File: config.mk
export PLATFORM = sky130hd
export DESIGN_NAME = pipe_hazard_ctrl_flat
export DESIGN_NICKNAME = d
export VERILOG_FILES = /design/src/rtl/pipe_hazard_ctrl_if.sv /design/src/rtl/pipe_hazard_ctrl.sv /design/src/flat_wrapper.sv
export SDC_FILE = /design/constraint.sdc
export NUM_CORES = 1
export LEC_CHECK = 0
export BUFFER_PORTS_ARGS = -buffer_cell sky130_fd_sc_hd__buf_2
export CAP_MARGIN = 20
export CORE_AREA = 2 2 68 70
export DETAILED_ROUTE_END_ITERATION = 7
export DIE_AREA = 0 0 70 72
export PLACE_DENSITY = 0.58
export SLEW_MARGIN = 20
export SYNTH_ARGS = -nofsm -noshare
export SYNTH_HDL_FRONTEND = slang
export SYNTH_SLANG_ARGS = --single-unit
File: constraint.sdc
create_clock -name clk -period 3.7 [get_ports clk]
set_input_delay 0.555 -clock clk [delete_from_list [all_inputs] [get_ports clk]]
set_output_delay 0.555 -clock clk [all_outputs]
set_load 0.02 [all_outputs]
File: src/rtl/pipe_hazard_ctrl_if.sv
// Hazard-control bus: D/E/M hazard inputs, pipeline-register controls and MDU status.
interface pipe_hazard_ctrl_if;
  logic        d_load_use;
  logic        d_md_use;
  logic        e_md_start;
  logic        e_md_op;
  logic        m_flush_req;
  logic        fd_wren;
  logic        de_wren;
  logic        em_wren;
  logic        mw_wren;
  logic        fd_flush;
  logic        de_flush;
  logic        em_flush;
  logic        mw_flush;
  logic        md_busy;
  logic [3:0]  md_cnt;
  logic        md_done;
  logic [15:0] stall_cnt;

  modport master (
    output d_load_use, d_md_use, e_md_start, e_md_op, m_flush_req,
    input  fd_wren, de_wren, em_wren, mw_wren,
    input  fd_flush, de_flush, em_flush, mw_flush,
    input  md_busy, md_cnt, md_done, stall_cnt
  );

  modport slave (
    input  d_load_use, d_md_use, e_md_start, e_md_op, m_flush_req,
    output fd_wren, de_wren, em_wren, mw_wren,
    output fd_flush, de_flush, em_flush, mw_flush,
    output md_busy, md_cnt, md_done, stall_cnt
  );
endinterface

File: src/rtl/pipe_hazard_ctrl.sv
// Pipeline hazard controller: load-use / MDU stalls, flushes, MDU busy timer and stall counter.
module pipe_hazard_ctrl (
  input  logic               clk,
  input  logic               reset,
  pipe_hazard_ctrl_if.slave  bus
);

  localparam int unsigned CNT_W   = 4;
  localparam int unsigned STALL_W = 16;
  localparam logic [CNT_W-1:0]   MUL_CYCLES = CNT_W'(5);
  localparam logic [CNT_W-1:0]   DIV_CYCLES = CNT_W'(10);
  localparam logic [STALL_W-1:0] STALL_MAX  = {STALL_W{1'b1}};

  typedef enum logic {
    ST_IDLE = 1'b0,
    ST_BUSY = 1'b1
  } state_t;

  state_t               r_state;
  logic [CNT_W-1:0]     r_md_cnt;
  logic                 r_md_done;
  logic [STALL_W-1:0]   r_stall_cnt;

  logic                 w_stall;
  logic                 w_fd_wren, w_de_wren, w_em_wren, w_mw_wren;
  logic                 w_fd_flush, w_de_flush, w_em_flush, w_mw_flush;

  assign w_stall = bus.d_load_use |
                   (bus.d_md_use & ((r_state == ST_BUSY) | bus.e_md_start));

  // MDU timer FSM and saturating stall counter
  always_ff @(posedge clk or negedge reset) begin
    if (!reset) begin
      r_state     <= ST_IDLE;
      r_md_cnt    <= '0;
      r_md_done   <= 1'b0;
      r_stall_cnt <= '0;
    end else begin
      r_md_done <= 1'b0;
      case (r_state)
        ST_IDLE: begin
          if (bus.e_md_start && !bus.m_flush_req) begin
            r_state  <= ST_BUSY;
            r_md_cnt <= bus.e_md_op ? DIV_CYCLES : MUL_CYCLES;
          end
        end
        ST_BUSY: begin
          // Flushes and new starts do not disturb an operation in flight
          if (r_md_cnt == CNT_W'(1)) begin
            r_state   <= ST_IDLE;
            r_md_cnt  <= '0;
            r_md_done <= 1'b1;
          end else begin
            r_md_cnt <= r_md_cnt - CNT_W'(1);
          end
        end
        default: begin
          r_state  <= ST_IDLE;
          r_md_cnt <= '0;
        end
      endcase
      if (w_stall && !bus.m_flush_req && (r_stall_cnt != STALL_MAX)) begin
        r_stall_cnt <= r_stall_cnt + STALL_W'(1);
      end
    end
  end

  // Zero-latency pipeline register control; reset beats flush beats stall
  always_comb begin
    w_fd_wren  = 1'b1;
    w_de_wren  = 1'b1;
    w_em_wren  = 1'b1;
    w_mw_wren  = 1'b1;
    w_fd_flush = 1'b0;
    w_de_flush = 1'b0;
    w_em_flush = 1'b0;
    w_mw_flush = 1'b0;
    if (!reset) begin
      w_fd_wren  = 1'b0;
      w_de_wren  = 1'b0;
      w_em_wren  = 1'b0;
      w_mw_wren  = 1'b0;
      w_fd_flush = 1'b1;
      w_de_flush = 1'b1;
      w_em_flush = 1'b1;
      w_mw_flush = 1'b1;
    end else if (bus.m_flush_req) begin
      w_fd_flush = 1'b1;
      w_de_flush = 1'b1;
      w_em_flush = 1'b1;
    end else if (w_stall) begin
      w_fd_wren  = 1'b0;
      w_de_flush = 1'b1;
    end
  end

  assign bus.fd_wren   = w_fd_wren;
  assign bus.de_wren   = w_de_wren;
  assign bus.em_wren   = w_em_wren;
  assign bus.mw_wren   = w_mw_wren;
  assign bus.fd_flush  = w_fd_flush;
  assign bus.de_flush  = w_de_flush;
  assign bus.em_flush  = w_em_flush;
  assign bus.mw_flush  = w_mw_flush;
  assign bus.md_busy   = (r_state == ST_BUSY);
  assign bus.md_cnt    = r_md_cnt;
  assign bus.md_done   = r_md_done;
  assign bus.stall_cnt = r_stall_cnt;

endmodule

File: src/flat_wrapper.sv
// flat-port wrapper written by rule: the top's interface ports become plain ports
module pipe_hazard_ctrl_flat 
  (clk, reset, bus_d_load_use, bus_d_md_use, bus_e_md_start, bus_e_md_op, bus_m_flush_req, bus_fd_wren, bus_de_wren, bus_em_wren, bus_mw_wren, bus_fd_flush, bus_de_flush, bus_em_flush, bus_mw_flush, bus_md_busy, bus_md_cnt, bus_md_done, bus_stall_cnt);
  pipe_hazard_ctrl_if bus_i ();
  input  logic clk;
  input  logic reset;
  input wire logic [$bits(bus_i.d_load_use)-1:0] bus_d_load_use;
  input wire logic [$bits(bus_i.d_md_use)-1:0] bus_d_md_use;
  input wire logic [$bits(bus_i.e_md_start)-1:0] bus_e_md_start;
  input wire logic [$bits(bus_i.e_md_op)-1:0] bus_e_md_op;
  input wire logic [$bits(bus_i.m_flush_req)-1:0] bus_m_flush_req;
  output wire logic [$bits(bus_i.fd_wren)-1:0] bus_fd_wren;
  output wire logic [$bits(bus_i.de_wren)-1:0] bus_de_wren;
  output wire logic [$bits(bus_i.em_wren)-1:0] bus_em_wren;
  output wire logic [$bits(bus_i.mw_wren)-1:0] bus_mw_wren;
  output wire logic [$bits(bus_i.fd_flush)-1:0] bus_fd_flush;
  output wire logic [$bits(bus_i.de_flush)-1:0] bus_de_flush;
  output wire logic [$bits(bus_i.em_flush)-1:0] bus_em_flush;
  output wire logic [$bits(bus_i.mw_flush)-1:0] bus_mw_flush;
  output wire logic [$bits(bus_i.md_busy)-1:0] bus_md_busy;
  output wire logic [$bits(bus_i.md_cnt)-1:0] bus_md_cnt;
  output wire logic [$bits(bus_i.md_done)-1:0] bus_md_done;
  output wire logic [$bits(bus_i.stall_cnt)-1:0] bus_stall_cnt;
  assign bus_i.d_load_use = bus_d_load_use;
  assign bus_i.d_md_use = bus_d_md_use;
  assign bus_i.e_md_start = bus_e_md_start;
  assign bus_i.e_md_op = bus_e_md_op;
  assign bus_i.m_flush_req = bus_m_flush_req;
  assign bus_fd_wren = bus_i.fd_wren;
  assign bus_de_wren = bus_i.de_wren;
  assign bus_em_wren = bus_i.em_wren;
  assign bus_mw_wren = bus_i.mw_wren;
  assign bus_fd_flush = bus_i.fd_flush;
  assign bus_de_flush = bus_i.de_flush;
  assign bus_em_flush = bus_i.em_flush;
  assign bus_mw_flush = bus_i.mw_flush;
  assign bus_md_busy = bus_i.md_busy;
  assign bus_md_cnt = bus_i.md_cnt;
  assign bus_md_done = bus_i.md_done;
  assign bus_stall_cnt = bus_i.stall_cnt;
  pipe_hazard_ctrl u_core (.clk(clk), .reset(reset), .bus(bus_i));
endmodule
==> run_results.csv <==
group,metric,value,unit
run_status,status,"completed",
layout,n_antenna_cell,0,
run,maxCapViolations,0,
setup_path,arrival,1.64,ns
clocking,cts_buffers,3,
floorplanning,fp.dieW,70,um
grt,grt_pass1_vias,963,
grt,overflow,0,
pwr,clockPowerShare,17.4,%
synthesis,synth-main-ff-cell,"dfrtp_1",
synthesis,syn_area,1235,um^2
timing,fin_crit_sh,59.38,%
synthesis,async_flop_share,100.0,%
layout,nNetsFinal,160,
route,via_per_inst,4.721,
grt,grt_start_max_net_pins,29,
clocking,ctsResizeCount,0,
place,dpl.hpwl,1977,um
pwr,peakVddDrop,382.1,uV
route,first_pass_iters,4,
timing,finalSetupViolations,0,
route,vias,949,
pwr,intPower,0.0005613,W
route,drtAntennaViolNets,0,
timing,setup_total_negative_slack,0,ns
clocking,post-cts-setup-buffers,0,
setup_path,crit_required,3.14,ns
clocking,numClockSinks,22,
setup_path,critical_path_class,"register to output port",
floorplanning,die_y,72,um
place,place_congestion,0.7669,
synthesis,yosysMostFrequentCell,"dfrtp_1",
timing,skew,0.003287,ns
floorplanning,ios,37,
synthesis,ys_seq_area_share,44.58,%
layout,drive_gt1_share,32.89,%
pwr,combPwrFrac,39.2,%
route,drc_errors,0,
floorplanning,die-area,5040,um^2
clocking,clock_path_buffers,2,
grt,grt_pass1_wl,4367,um
layout,area_growth,21.28,%
route,drt-initial-drc-count,11,
synthesis,yosys_warnings,0,
clocking,clkLatencyLatePin,0.26,ns
synthesis,synth.distinct_cells,33,
timing,hold_viol,0,
clocking,ctsHoldBuffers,0,
place,portBuffers,36,
floorplanning,core-area,4264,um^2
clocking,cts_tree,"done",
synthesis,ys_top_cells_by_count,"dfrtp_1, nor2_1, xor2_1, nand3_1, xnor2_1",
setup_path,startpoint_type,"register",
pwr,power.density,649.1,nW/um^2
pwr,p_leak,0.7182,nW
clocking,cts_max_level,1,
grt,track_usage,10.57,%
timing,fmax,455.2,MHz
synthesis,synth_seq_cells,22,
synthesis,synth-edff-count,0,
timing,max_slew.worst_pin.slew,0.5463,ns
layout,fillers,449,
route,post_drt_wl_per_cell,12.32,um
grt,antenna_found_initial,0,
synthesis,synth_top_area_share,44.58,%
setup_path,worstPathMaxFanout,12,
timing,drv_slew,0,
floorplanning,start_util,28.96,%
synthesis,yosys-top-cells-area,"dfrtp_1, xor2_1, xnor2_1",
timing,min_period,2.197,ns
clocking,cts.clk_slew.worst_paths,0.08,ns
timing,relSlewSlack,63.58,%
synthesis,synth_fp_nets,125,
synthesis,yosysTopAreaCell,"dfrtp_1",
clocking,cts-root-buf,"clkbuf_8",
floorplanning,rows,24,
synthesis,synth_area_per_cell,10.74,um^2
place,dpl_cell_area,1443,um^2
pwr,pwr-share-seq,43.4,%
min_path,hold_path_class,"input port to async pin",
pwr,sw_frac_of_total,42.26,%
setup_path,worstSetupEndpointType,"output port",
pwr,power.switching,0.0004108,W
timing,rsz0062_at_grt,"no",
route,wirelength,2477,um
synthesis,postSynthCellCount,115,
layout,stdcell_area,1498,um^2
## path summary, 6_finish.rpt
kind | startpoint | endpoint | slack [ns] | depth (start not counted)
worst max-delay path | u_core.bus.md_busy | bus_fd_wren | 1.50 | 4
worst min-delay path | reset | u_core.bus.stall_cnt[0] | 0.27 | 1
worst max register to register | u_core.bus.md_busy | u_core.bus.stall_cnt[9] | 1.76 | 4
worst min register to register | u_core.bus.stall_cnt[15] | u_core.bus.stall_cnt[15] | 0.50 | 1
max in group asynchronous | reset | u_core.bus.stall_cnt[12] | 3.06 | 1
min in group clk | u_core.bus.stall_cnt[15] | u_core.bus.stall_cnt[15] | 0.50 | 1
## area by class of cell
| class | count | area (um^2) | share of cell area (%) |
|---|---|---|---|
| Sequential cell | 22 | 550.5 | 36.76 |
| Multi-Input combinational cell | 82 | 628.1 | 41.94 |
| Inverter | 5 | 18.77 | 1.253 |
| Clock buffer | 4 | 55.05 | 3.676 |
| Timing Repair Buffer | 36 | 180.2 | 12.03 |
| Tap cell | 52 | 65.06 | 4.344 |
## metrics by stage
step	total power (W)	util, %	setup WS (ns)	hold WS [ns]	std cells
floorplan	0.0006828	-	1.917	0.2594	115
global placement	0.0007935	33.83	1.638	0.4873	197
detailed placement	0.0008139	33.83	1.603	0.4915	197
CTS	0.0009874	35.12	1.473	0.2909	201
global route	0.001051	35.12	1.372	0.3117	201
finish	0.0009721	35.12	1.503	0.2750	201
## metal layers
metal  wire [um]  global-route usage, %
met1        1156                  12.74
met2        1194                  18.84
met3         117                  2.083
met4           9                  3.846
met5           0                      0
## placed cells by master, fill, tap and decap left out
cell	n
nand3b_1	1
ha_1	3
nand3_1	7
nand4_1	4
nor3b_1	3
nor2_1	9
a2111oi_4	1
nand2_1	5
nor4b_4	1
a21oi_1	3
nor3_1	3
xor2_1	8
mux2i_1	2
mux2_1	1
dfrtp_1	22
and2_1	2
o21ai_4	1
nor4_4	1
buf_2	36
inv_1	5
mux2_2	3
and3_1	4
a21o_1	1
nor4_1	2
nand4_4	1
nand2b_1	2
clkbuf_8	4
or2_2	1
xnor2_1	6
o21ai_0	3
o31ai_1	1
a31oi_1	2
nor4b_1	1
## worst max-delay path, cell delays in order (launching register included)
cell and delay (ns):
dfrtp_1 0.53, o21ai_4 0.26, a21o_1 0.28, and2_1 0.16, buf_2 0.15
## power groups by stage
stage          Sequential [W]  Combinational [W]  Clock [W]
2_1_floorplan        0.000489           0.000194          0
3_3_place_gp         0.000419           0.000375          0
3_5_place_dp         0.000428           0.000386          0
4_1_cts              0.000423           0.000388   0.000176
5_1_grt              0.000440           0.000422   0.000189
6_report             0.000422           0.000381   0.000169
## logic make-up (layout without fill, tap and decap cells)
family | Yosys count | count (layout) | share of synthesized area (%)
AND/OR/NAND/NOR | 47 | 47 | 24.42
flip-flops | 22 | 22 | 44.58
XOR/XNOR | 14 | 14 | 9.929
AO/OA/AOI/OAI | 12 | 12 | 8.207
buffers and inverters | 11 | 45 | 4.560
multiplexers | 6 | 6 | 5.268
adder cells (fa/ha/maj) | 3 | 3 | 3.040
## flip-flops by register name (all words and copies together), names as in the netlist
| signal | count |
|---|---|
| u_core.bus.md_busy | 1 |
| u_core.bus.stall_cnt | 16 |
| u_core.bus.md_done | 1 |
| u_core.bus.md_cnt | 4 |
(Power assumes the default switching activity.)
